`config.mk`:
```
export PLATFORM = sky130hd
export DESIGN_NAME = lb_uart_master
export DESIGN_NICKNAME = d
export VERILOG_FILES = /design/src/rtl/lb_uart_master.sv
export SDC_FILE = /design/constraint.sdc
export NUM_CORES = 1
export LEC_CHECK = 0
export ABC_CLOCK_PERIOD_IN_PS = 4500
export CORE_AREA = 10 10 113 115
export CTS_BUF_LIST = sky130_fd_sc_hd__clkbuf_8 sky130_fd_sc_hd__clkbuf_16
export CTS_CLUSTER_DIAMETER = 200
export DETAILED_ROUTE_END_ITERATION = 10
export DIE_AREA = 0 0 123 125
export PLACE_DENSITY_LB_ADDON = 0.2
export SETUP_SLACK_MARGIN = 0.1
export SLEW_MARGIN = 20
export SYNTH_ARGS = -nofsm -noshare
export SYNTH_HDL_FRONTEND = slang
export SYNTH_SLANG_ARGS = --single-unit
export TNS_END_PERCENT = 5
```
`constraint.sdc`:
```
create_clock -name clk_lb -period 4.5 [get_ports clk_lb]
set_input_delay 0.9 -clock clk_lb [delete_from_list [all_inputs] [get_ports clk_lb]]
set_output_delay 0.9 -clock clk_lb [all_outputs]
set_load 0.1 [all_outputs]
```
`src/rtl/lb_uart_master.sv`:
```
// rtl/lb_uart_master.sv - host byte stream to 32-bit local-bus write/read initiator
//
// Frames: opcode 0x00 = write (4 address bytes + 4 data bytes, MSB first),
//         opcode 0x01 = read (4 address bytes); read data goes back as 4 bytes MSB first.
// Other opcodes are dropped in IDLE.
// Optional feature macro: LB_UART_MASTER_TIMEOUT_EN. When it is defined, a read
// that gets no lb_rd_rdy within timeout_cycles returns timeout_data instead.
// Without the macro, a read with no response waits until reset.
//
// Ports:
//   clk_lb     in   single clock
//   reset      in   asynchronous active-high reset
//   rx_byte    in   host byte; rx_rdy marks it valid for one cycle
//   tx_byte    out  response byte; tx_rdy marks it valid for one cycle
//   tx_busy    in   UART busy; no tx_rdy is issued while it is sampled high
//   lb_wr      out  one-cycle write strobe
//   lb_rd      out  one-cycle read strobe
//   lb_addr    out  transaction address; holds between transactions
//   lb_wr_d    out  write data; holds between transactions
//   lb_rd_d    in   read data; valid with lb_rd_rdy
//   lb_rd_rdy  in   read data strobe, only honoured in RD_WAIT
//   busy       out  high whenever the state is not IDLE

module lb_uart_master #(
  parameter int unsigned timeout_cycles = 256,
  parameter logic [31:0] timeout_data   = 32'hDEADBEEF
) (
  input  logic        clk_lb,
  input  logic        reset,
  input  logic [7:0]  rx_byte,
  input  logic        rx_rdy,
  output logic [7:0]  tx_byte,
  output logic        tx_rdy,
  input  logic        tx_busy,
  output logic        lb_wr,
  output logic        lb_rd,
  output logic [31:0] lb_addr,
  output logic [31:0] lb_wr_d,
  input  logic [31:0] lb_rd_d,
  input  logic        lb_rd_rdy,
  output logic        busy
);

  typedef enum logic [2:0] {
    S_IDLE,
    S_ADDR,
    S_WDATA,
    S_WR,
    S_RD,
    S_RD_WAIT,
    S_TX
  } state_t;

  state_t      state;
  logic        is_read;
  logic [1:0]  byte_cnt;
  logic [31:0] rsp;

`ifdef LB_UART_MASTER_TIMEOUT_EN
  logic [15:0] tmo_cnt;
`else
  logic unused_cfg;
  assign unused_cfg = ^{timeout_data, timeout_cycles};
`endif

  always_ff @(posedge clk_lb or posedge reset) begin
    if (reset) begin
      state    <= S_IDLE;
      is_read  <= 1'b0;
      byte_cnt <= 2'd0;
      rsp      <= 32'd0;
      tx_byte  <= 8'd0;
      tx_rdy   <= 1'b0;
      lb_wr    <= 1'b0;
      lb_rd    <= 1'b0;
      lb_addr  <= 32'd0;
      lb_wr_d  <= 32'd0;
      busy     <= 1'b0;
`ifdef LB_UART_MASTER_TIMEOUT_EN
      tmo_cnt  <= 16'd0;
`endif
    end else begin
      // Strobes are single-cycle unless a state branch re-asserts them.
      lb_wr  <= 1'b0;
      lb_rd  <= 1'b0;
      tx_rdy <= 1'b0;

      case (state)
        S_IDLE: begin
          if (rx_rdy && (rx_byte[7:1] == 7'd0)) begin
            is_read  <= rx_byte[0];
            byte_cnt <= 2'd0;
            state    <= S_ADDR;
            busy     <= 1'b1;
          end
        end

        S_ADDR: begin
          if (rx_rdy) begin
            lb_addr  <= {lb_addr[23:0], rx_byte};
            byte_cnt <= byte_cnt + 2'd1;
            if (byte_cnt == 2'd3) begin
              if (is_read) begin
                state <= S_RD;
                lb_rd <= 1'b1;
              end else begin
                state <= S_WDATA;
              end
            end
          end
        end

        S_WDATA: begin
          if (rx_rdy) begin
            lb_wr_d  <= {lb_wr_d[23:0], rx_byte};
            byte_cnt <= byte_cnt + 2'd1;
            if (byte_cnt == 2'd3) begin
              state <= S_WR;
              lb_wr <= 1'b1;
            end
          end
        end

        // lb_wr is already high here; just return.
        S_WR: begin
          state <= S_IDLE;
          busy  <= 1'b0;
        end

        S_RD: begin
          state <= S_RD_WAIT;
`ifdef LB_UART_MASTER_TIMEOUT_EN
          tmo_cnt <= 16'd0;
`endif
        end

        S_RD_WAIT: begin
          // Real data takes priority over a timeout expiring in the same cycle.
          if (lb_rd_rdy) begin
            rsp      <= lb_rd_d;
            byte_cnt <= 2'd0;
            state    <= S_TX;
          end
`ifdef LB_UART_MASTER_TIMEOUT_EN
          else if (tmo_cnt == 16'(timeout_cycles - 1)) begin
            rsp      <= timeout_data;
            byte_cnt <= 2'd0;
            state    <= S_TX;
          end else begin
            tmo_cnt <= tmo_cnt + 16'd1;
          end
`endif
        end

        // A pulse is never issued in the cycle right after another one, so
        // the UART always gets a cycle to raise tx_busy.
        S_TX: begin
          if (!tx_rdy && !tx_busy) begin
            tx_rdy   <= 1'b1;
            tx_byte  <= rsp[31:24];
            rsp      <= {rsp[23:0], 8'h00};
            byte_cnt <= byte_cnt + 2'd1;
            if (byte_cnt == 2'd3) begin
              state <= S_IDLE;
              busy  <= 1'b0;
            end
          end
        end

        default: begin
          state <= S_IDLE;
          busy  <= 1'b0;
        end
      endcase
    end
  end

endmodule

```
; ---- After elaboration in Yosys (flattened, before gate mapping)
; Index checks and enable logic that the tools add are counted.
[classes]
add_sub_neg = 1
n_eq_ne = 15
mux = 31
bitwise_logic = 1
n_reduce_logical = 18
[op_table]
columns = operator, count
row1 = 2-to-1 mux 32 bit, 2
row2 = one-hot mux 32 bit (2 select lines), 1
row3 = 2-to-1 mux 3 bit, 9
row4 = one-hot mux 3 bit (6 select lines), 1
row5 = "!= test 2 bit, second input constant", 8
row6 = 2-to-1 mux 1 bit, 12
row7 = "equality test 3 bit, second input constant", 3
row8 = 2-to-1 mux 2 bit, 4
row9 = one-hot mux 2 bit (4 select lines), 1
row10 = AND reduction 2 bit, 4
row11 = AND reduction 8 bit, 1
row12 = logical NOT 7 bit, 1
row13 = AND reduction 5 bit, 1
row14 = AND reduction 4 bit, 1
row15 = nonzero test 4 bit, 1
row16 = OR reduction 4 bit, 1
row17 = "equality test 3 x 1 -> 1 bit, second input constant", 1
row18 = "equality test 3 x 2 -> 1 bit, second input constant", 1
row19 = logical NOT 3 bit, 1
row20 = one-hot mux 1 bit (3 select lines), 1
row21 = AND reduction 3 bit, 1
row22 = "adder 2 x 1 -> 2 bit, second input constant", 1
row23 = "equality test 2 bit, second input constant", 1
row24 = logical AND 1 bit, 2
row25 = 5 further kinds, 6
[word_totals]
register_bits = 114
out_inout_bits = 76

; ---- Logic depth before layout (Yosys ltp)
; Gate-level depths: netlist of run 1.
[depth]
ltp_word = 4
ltp_mapped = 7
depth_no_buf = 5

; ---- Least setup slack after synthesis of run 1
; OpenSTA, ideal clock, no wires.
[synth_path]
path_type = input -> register
startpoint = input port rx_byte[5]
endpoint = register byte_cnt[0]
arrival_time_ps = 2000
path_slack_ps = 2376
cell_stages = 4
n_path_buf = 0
path_cell_list = nor4b_1 -> nand2_1 -> a211oi_1 -> mux2_2
[synth_via]
elab_chain_cells = 4
[synth_rtl]
columns = item, line_no
row1 = from (decl), 30  ; input logic [7:0] rx_byte,
row2 = logical NOT 7 bit, 90  ; if (rx_rdy && (rx_byte[7:1] == 7'd0)) begin
row3 = logical AND 1 bit, 90
row4 = != test 2 bit (no source line), -
row5 = AND reduction 5 bit (no source line), -
row6 = to (signal assigned), 101  ; byte_cnt <= byte_cnt + 2'd1;
row7 = to (signal assigned), 116  ; byte_cnt <= byte_cnt + 2'd1;
row8 = to (signal assigned), 162  ; byte_cnt <= byte_cnt + 2'd1;
row9 = to (decl), 56  ; logic [1:0] byte_cnt;
; Every way passes these cells.
; A chain may end at the register's enable or synchronous reset.

; ---- Final worst setup path of run 1
[layout_path]
startpoint = register tx_rdy
endpoint = output port tx_rdy
[layout_rtl]
columns = item, line_no
row1 = from (decl), 33  ; output logic tx_rdy,
row2 = from (signal assigned), 73  ; tx_rdy <= 1'b0;
row3 = from (signal assigned), 86  ; tx_rdy <= 1'b0;
row4 = from (signal assigned), 159  ; tx_rdy <= 1'b1;
; No word-level cell between the ends.

==> results.yml, run 1 <==
run_status:
  status: "complete, no violations"
setup_path:
  crit_start: "tx_rdy"
  cpMaxStageDelayCell: "clkdlybuf4s50_1"
  crit_family: "buffers and inverters"
  crit_chain: "clkdlybuf4s50_1"
  critPathArrivalTime_ps: 2170
  worstSetupStartpointType: "flip-flop"
  path_max_fanout: 5
  path_buf_inv: 1
  endpoint_kind: "primary output"
  critical-path-max-stage-delay_ps: 1190
  required_ps: 3600
  r2r-start: "state[2]"
  critPathKind: "flip-flop to primary output"
yosys:
  synth-seq-cells: 114
  ys_types: 33
  syn-num-nets: 395
  syn_area_sq_mm: 0.00465
  syn_inst: 349
  synth.avg_cell_area_sq_um: 13.3
  ys_warn_count: 0
  ys_seq_area_share_pct: 61.3
placed_design:
  io_buffers: 120
  place_congestion: 0.829
  placed_area_sq_mm: 0.00597
  dpl.hpwl_um: 7780
routing:
  routed_wl_um: 11100
  num_vias: 3141
  drtAntennaViolNets: 0
  drc: 0
  dr.pass1.iters: 4
  vias_per_cell: 5.00
  wl_per_cell_um: 17.6
  drt-initial-drc-count: 108
clock_tree:
  clock_sinks: 114
  cts_tree: "done"
  clockBufferDepth: 2
  holdBufCountCts: 0
  htree_num_levels: 4
  numCtsBuffers: 17
  clkLatencyLatePin_ps: 510
  cts_resized: 0
  cts.reportedPaths.clkPinSlew_ps: 50
  postCtsSetupBuffers: 0
  ctsRootBufferMaster: "clkbuf_8"
timing:
  setup_violations: 0
  fin_crit_sh_pct: 68.2
  final_max_slew_viol_count: 0
  fin_skew_ps: 7.23
  hold_viol: 0
  totalNegativeSetupSlack_ps: 0
  fin_crit_ps: 3070
  fmax_mhz: 326
  worst_hold_slack_ps: 480
  rsz0062_at_grt: "no"
  tightest_slew_ps: 1020
  relSlewSlack_pct: 31.6
floorplanning:
  design.core.area_sq_mm: 0.0106
  ios: 121
  initial_core_util_pct: 43.9
  die_width_um: 123
  die_area_sq_mm: 0.0154
  dieHeight_um: 125
  rows: 38
grt:
  grt_max_degree: 66
  grt_pass1_wl_um: 17900
  grt_pass1_vias: 3456
  grt_overflow_total: 0
  grt.total_usage_pct: 14.9
  antenna_found_initial: 0
layout:
  fin_util_pct: 62.1
  nets: 522
  area_growth_pct: 41.4
  n_antenna_cell: 0
  fin_area_sq_mm: 0.00658
  layout-drive-gt1-share_pct: 23.4
hold_path:
  min-delay-start: "rsp[12]"
  min_path_type: "flip-flop to flip-flop"
job:
  maxCapViolations: 0
==> per-layer routing <==
layer	wire, um	track usage (%)	up-vias
li1	-	-	1484
met1	4360	16.4	1555
met2	5460	23.3	90
met3	1130	9.27	12
met4	128	4.87	0
met5	0	0	-
==> Yosys cell counts <==
master	count	share of area [%]
nor2b_1	1	0.13
nand2b_1	4	0.54
a41oi_1	1	0.19
o32a_1	1	0.22
a221oi_1	1	0.19
mux2_2	74	18
inv_1	3	0.24
o32ai_1	2	0.38
a21boi_0	1	0.16
nor2_2	2	0.27
nor3_4	1	0.35
buf_4	4	0.65
nor4b_1	2	0.38
and2_1	2	0.27
and3_1	2	0.27
a211oi_1	1	0.16
o21ai_1	20	2.2
nor2_1	4	0.32
o21ai_0	15	1.6
a21oi_1	1	0.11
o21a_1	1	0.16
mux2i_1	25	5.4
clkbuf_1	2	0.16
nor4_1	1	0.13
buf_2	9	0.97
nor3_1	2	0.22
buf_6	2	0.48
nand3b_1	3	0.48
ha_1	1	0.27
nand2_1	45	3.6
mux2_1	1	0.24
dfrtp_1	114	61
nand3_1	1	0.11
==> state kept, by name, indices dropped and copies added (netlist names) <==
name,flops
rsp,32
tx_rdy,1
byte_cnt,2
lb_wr_d,32
lb_addr,32
tx_byte,8
is_read,1
state,3
busy,1
lb_wr,1
lb_rd,1
==> placed cells by master, fill, tap and decap left out, types with 2 or more instances in the layout <==
cell type,n
o21ai_0,15
o32ai_1,2
nand2b_1,4
mux2i_1,25
clkinv_2,4
nor2_2,2
buf_4,5
clkdlybuf4s50_1,120
dfrtp_1,114
nor4b_1,2
o21ai_1,20
nor3_1,2
mux2_2,74
nor2_1,4
and3_1,2
nand2_1,45
nand3b_1,3
clkbuf_8,4
clkbuf_16,16
bufinv_16,4
and2_1,2
inv_1,3
==> tightest hold or removal path, stage by stage (launching register included) <==
cell and delay (ps):
dfrtp_1 340, nand2_1 50, o21ai_1 60
==> logic make-up after synthesis <==
logic type      share of synthesized area [%]
buf+inv                                  2.50
mux                                      23.5
compound gates                           5.32
fa+ha+maj                               0.269
flops                                    61.3
simple gates                             7.10
==> per-stage QoR <==
step,worst slack [ps],cells
3_3_place_gp,1690,597
6_report,1430,628
4_1_cts,1400,628
5_1_grt,1370,628
3_5_place_dp,1650,597
2_1_floorplan,584,349
==> cell type report <==
type | count | area, sq um
multi-input combinational | 215 | 1690
clock buffer | 20 | 455
inverter | 3 | 13.8
timing repair buffer | 125 | 1240
fill | 864 | 4020
clock inverter | 11 | 160
tap | 140 | 175
sequential | 114 | 2850
==> worst paths after layout <==
kind,endpoint,cells after the start,slack [ps]
max,tx_rdy,1,1430
min,rsp[12],2,480
max reg2reg,rsp[29],4,2320
min reg2reg,rsp[12],2,480
max in group asynchronous,lb_wr_d[0],3,2750
min in group asynchronous,lb_addr[29],2,900
Power of run 1 is left out: the tool's default activity adds up to more than one toggle a clock period on the data nets, which glitch-free logic cannot reach.
==> run 2, diff against run 1 <==
ABC_CLOCK_PERIOD_IN_PS = 2710   (was 4500)
CORE_AREA = 10 10 114 116   (was 10 10 113 115)
DIE_AREA = 0 0 124 126   (was 0 0 123 125)
clock period = 2.71 ns   (was 4.5 ns; I/O delays follow)
==> run 2 against run 1 <==
Compared with the run above:
- global-route usage decreased by 0.72 points
- first-iteration DRC count up 27%
- sequential share of layout area up 1.3 points
- cell count is 0.16% higher
- non-clock buffer count is 2 higher
- core utilization decreased by 2.3 points
- largest cell class unchanged
- clock-buffer cell count shrank 1
- via count decreased by 0.92%
- cell area fell by 2.8%
- wire length down 2.7%
==> results.yml, run 2 (synthesized netlist as in run 1, its figures left out) <==
setup_path:
  critPathKind: "primary input to flip-flop"
  path_buf_inv: 1
  required_ps: 3100
  path_max_fanout: 3
  crit_family: "simple AND/OR/NAND/NOR gates"
  critical-path-max-stage-delay_ps: 490
  cpMaxStageDelayCell: "nor4_1"
  critPathArrivalTime_ps: 2370
  endpoint_kind: "flip-flop"
  crit_chain: "clkdlybuf4s50_1 -> nor4_1 -> nand2_1 -> a211oi_1 -> mux2_2"
  worstSetupStartpointType: "primary input"
timing:
  fmax_mhz: 505
  final_max_slew_viol_count: 0
  fin_crit_ps: 1980
  hold_viol: 0
  fin_skew_ps: 8.90
  totalNegativeSetupSlack_ps: 0
  rsz0062_at_grt: "no"
  tightest_slew_ps: 776
  fin_crit_sh_pct: 73.0
  setup_violations: 0
  relSlewSlack_pct: 48.3
clock_tree:
  clock_sinks: 114
  clockBufferDepth: 2
  cts.reportedPaths.clkPinSlew_ps: 60
  ctsRootBufferMaster: "clkbuf_8"
  htree_num_levels: 4
  postCtsSetupBuffers: 0
  cts_resized: 0
  holdBufCountCts: 0
  clkLatencyLatePin_ps: 510
  numCtsBuffers: 17
  cts_tree: "done"
layout:
  register_area_sq_mm: 0.00285
  nets: 524
  multi_input_area_sq_mm: 0.00169
  layout-drive-gt1-share_pct: 38.2
  most-common-layout-cells: "114 x dfrtp_1, 80 x buf_4, 74 x mux2_2"
  n_antenna_cell: 0
  top_regs: "lb_addr x32, lb_wr_d x32, rsp x32"
  area_growth_pct: 37.4
  fill_cells: 892
  layout_commonest_cell: "dfrtp_1"
floorplanning:
  die_area_sq_mm: 0.0156
  ios: 121
  initial_core_util_pct: 43.5
  die_width_um: 124
  rows: 38
  design.core.area_sq_mm: 0.0107
  dieHeight_um: 126
run_status:
  status: "complete, no violations"
routing:
  top_layer_used: "met4"
  dr.pass1.iters: 4
  drc: 0
  met3_length_um: 1110
  routed_wl_um: 10800
  drtAntennaViolNets: 0
  met1_length_um: 4300
  num_vias: 3112
  drt-initial-drc-count: 137
  wl_met2_um: 5270
  vias_per_cell: 4.95
  wl_per_cell_um: 17.1
grt:
  grt_max_degree: 53
  grt.total_usage_pct: 14.2
  antenna_found_initial: 0
  grt_pass1_vias: 3333
  grt_pass1_wl_um: 17500
  grt_overflow_total: 0
placed_design:
  dpl.hpwl_um: 7720
  io_buffers: 120
  place_congestion: 0.800
hold_path:
  min_path_type: "primary input to asynchronous set/reset pin"
job:
  maxCapViolations: 0
==> run 2: cell type report <==
class | instances | area share, %
well taps | 140 | 2.74
flip-flops and latches | 114 | 44.6
inverters | 3 | 0.235
clock buffers | 19 | 6.91
repair buffers | 127 | 17.2
clock inverters | 11 | 1.94
multi-input cells | 215 | 26.4
==> run 2: per-layer routing <==
layer / track usage [%] / vias to the layer above
li1: - / 1490
met1: 16.1 / 1516
met2: 22.4 / 98
met3: 8.13 / 8
met4: 4.07 / 0
met5: 0 / -
==> run 2: path summary, 6_finish.rpt <==
check | slack, ps | to | from | cells after the start
min reg2reg | 480 | rsp[27] | rsp[27] | 2
max | 730 | byte_cnt[0] | rx_byte[1] | 5
max reg2reg | 830 | rsp[29] | state[1] | 3
min | 300 | rsp[1] | reset | 2
max in group asynchronous | 1790 | rsp[29] | reset | 3
min in group clk_lb | 480 | rsp[27] | rsp[27] | 2
==> run 2: worst reg2reg max path: cells and delay by family (launching register included) <==
kind | cells | cell delay [ps]
AO/OA/AOI/OAI | 2 | 940
flip-flops | 1 | 490
AND/OR/NAND/NOR | 1 | 280
==> run 2: stage by stage <==
step           worst slack [ps]  hold WS (ps)  cell area (sq um)  cells  utilization, %
5_1_grt                     602           299               6400    629            59.8
2_1_floorplan               718           444               4660    349               -
4_1_cts                     724           279               6400    629            59.8
6_report                    731           296               6400    629            59.8
3_3_place_gp                250           462               5830    599            54.5
3_5_place_dp                187           470               5830    599            54.5
Power of run 2 is left out for the same reason.
==> run 3, diff against run 2 <==
ABC_CLOCK_PERIOD_IN_PS = 1900   (was 2710)
CORE_AREA = 10 10 113 115   (was 10 10 114 116)
DIE_AREA = 0 0 123 125   (was 0 0 124 126)
clock period = 1.9 ns   (was 2.71 ns; I/O delays follow)
==> run 3 against run 2 <==
Compared with the run above:
- clock skew is 3.8 ps lower
- first-iteration DRC count grew 10%
- critical path type unchanged
- cell count grew 3.2%
- die area fell by 1.6%
- critical path depth rose by 1
- wire length rose by 3.4%
- non-clock buffer count increased by 20
- critical endpoint unchanged
==> results.yml, run 3 (synthesized netlist as in run 1, its figures left out) <==
routing:
  wl_per_cell_um: 17.2
  wl_met2_um: 5610
  drtAntennaViolNets: 0
  met3_length_um: 1160
  drc: 0
  met1_length_um: 4190
  num_vias: 3204
  dr.pass1.iters: 5
  routed_wl_um: 11100
  vias_per_cell: 4.94
  drt-initial-drc-count: 151
  top_layer_used: "met4"
layout:
  layout-drive-gt1-share_pct: 40.9
  fill_cells: 735
  register_area_sq_mm: 0.00285
  area_growth_pct: 55.3
  most-common-layout-cells: "114 x dfrtp_1, 74 x mux2_2, 56 x buf_12"
  n_antenna_cell: 0
  top_regs: "lb_addr x32, lb_wr_d x32, rsp x32"
  multi_input_area_sq_mm: 0.00169
  layout_commonest_cell: "dfrtp_1"
  nets: 544
placed_design:
  io_buffers: 120
  dpl.hpwl_um: 8160
  place_congestion: 0.789
grt:
  antenna_found_initial: 0
  grt_overflow_total: 0
  grt.total_usage_pct: 15.1
  grt_pass1_wl_um: 17900
  grt_pass1_vias: 3519
  grt_max_degree: 95
floorplanning:
  rows: 38
  die_area_sq_mm: 0.0154
  die_width_um: 123
  ios: 121
  dieHeight_um: 125
  design.core.area_sq_mm: 0.0106
  initial_core_util_pct: 43.9
clock_tree:
  cts_resized: 0
  cts_tree: "done"
  clock_sinks: 114
  ctsRootBufferMaster: "clkbuf_8"
  holdBufCountCts: 0
  clkLatencyLatePin_ps: 510
  htree_num_levels: 4
  clockBufferDepth: 2
  numCtsBuffers: 17
  cts.reportedPaths.clkPinSlew_ps: 50
setup_path:
  critPathKind: "primary input to flip-flop"
  r2r_cells: 4
  required_ps: 2290
  endpoint_kind: "flip-flop"
  crit_start: "rx_rdy"
  ff2ff_setup_slack_ps: 240
  reg2reg_to: "byte_cnt[0]"
  cp-endpoint: "byte_cnt[0]"
  path_max_fanout: 2
  r2r-start: "state[1]"
  worstSetupStartpointType: "primary input"
  critPathArrivalTime_ps: 2070
timing:
  final_max_slew_viol_count: 0
  totalNegativeSetupSlack_ps: 0
  tightest_slew_ps: 522
  fmax_mhz: 596
  hold_viol: 0
  fin_crit_sh_pct: 88.3
  fin_skew_ps: 5.12
  fin_crit_ps: 1680
  relSlewSlack_pct: 65.2
  rsz0062_at_grt: "yes"
  setup_violations: 0
run_status:
  status: "complete, no violations"
job:
  maxCapViolations: 0
hold_path:
  min_path_type: "primary input to asynchronous set/reset pin"
run 3: cell count changes in the layout (fill, tap and decap cells not counted):
cell | before | now
buf_12 | 3 | 56
buf_4 | 80 | 47
clkbuf_8 | 3 | 5
clkinv_2 | 3 | 2
inv_1 | 7 | 6
run 3: stage by stage:
step / cell area (sq um) / utilization [%] / hold WS, ps / setup slack, ps / instances
after CTS: 7220 / 68.1 / 288 / 205 / 648
after floorplan: 4660 / - / 444 / -92.1 / 349
after detailed placement: 6640 / 62.6 / 475 / -318 / 618
after global routing: 7230 / 68.2 / 331 / 92.2 / 649
final: 7230 / 68.2 / 301 / 223 / 649
after global placement: 6640 / 62.6 / 461 / -315 / 618
run 3: metal layers:
metal | track usage (%) | up-vias
met5 | 0 | -
met4 | 6.17 | 0
met3 | 8.42 | 18
met2 | 24.4 | 88
met1 | 15.8 | 1577
li1 | - | 1521
run 3: critical path: stages:
cell,delay (ps)
clkdlybuf4s50_1,490
nor4b_1,300
buf_4,180
nand2_1,70
a211oi_1,290
mux2_2,370
run 3: worst min-delay path by stage:
| stage | endpoint | slack, ps | depth (start not counted) |
|---|---|---|---|
| 2_1_floorplan | rsp[28] | 440 | 2 |
| 3_3_place_gp | rsp[26] | 460 | 2 |
| 3_5_place_dp | rsp[31] | 470 | 2 |
| 4_1_cts | lb_wr_d[9] | 290 | 3 |
| 5_1_grt | lb_wr_d[9] | 330 | 3 |
| 6_report | lb_wr_d[11] | 300 | 3 |
run 3: repair_timing:
item | in CTS | in global routing
endpoints found under the setup margin | 0 | 4
buffers inserted | 0 | 1
endpoints found under the hold margin | 0 | 0
run 3: final cells by class:
type | instances | area share (%)
repair buffers | 147 | 26.5
clock buffers | 21 | 6.49
multi-input cells | 215 | 23.3
flip-flops and latches | 114 | 39.5
clock inverters | 9 | 1.59
inverters | 3 | 0.208
well taps | 140 | 2.42
Power of run 3 is left out for the same reason.
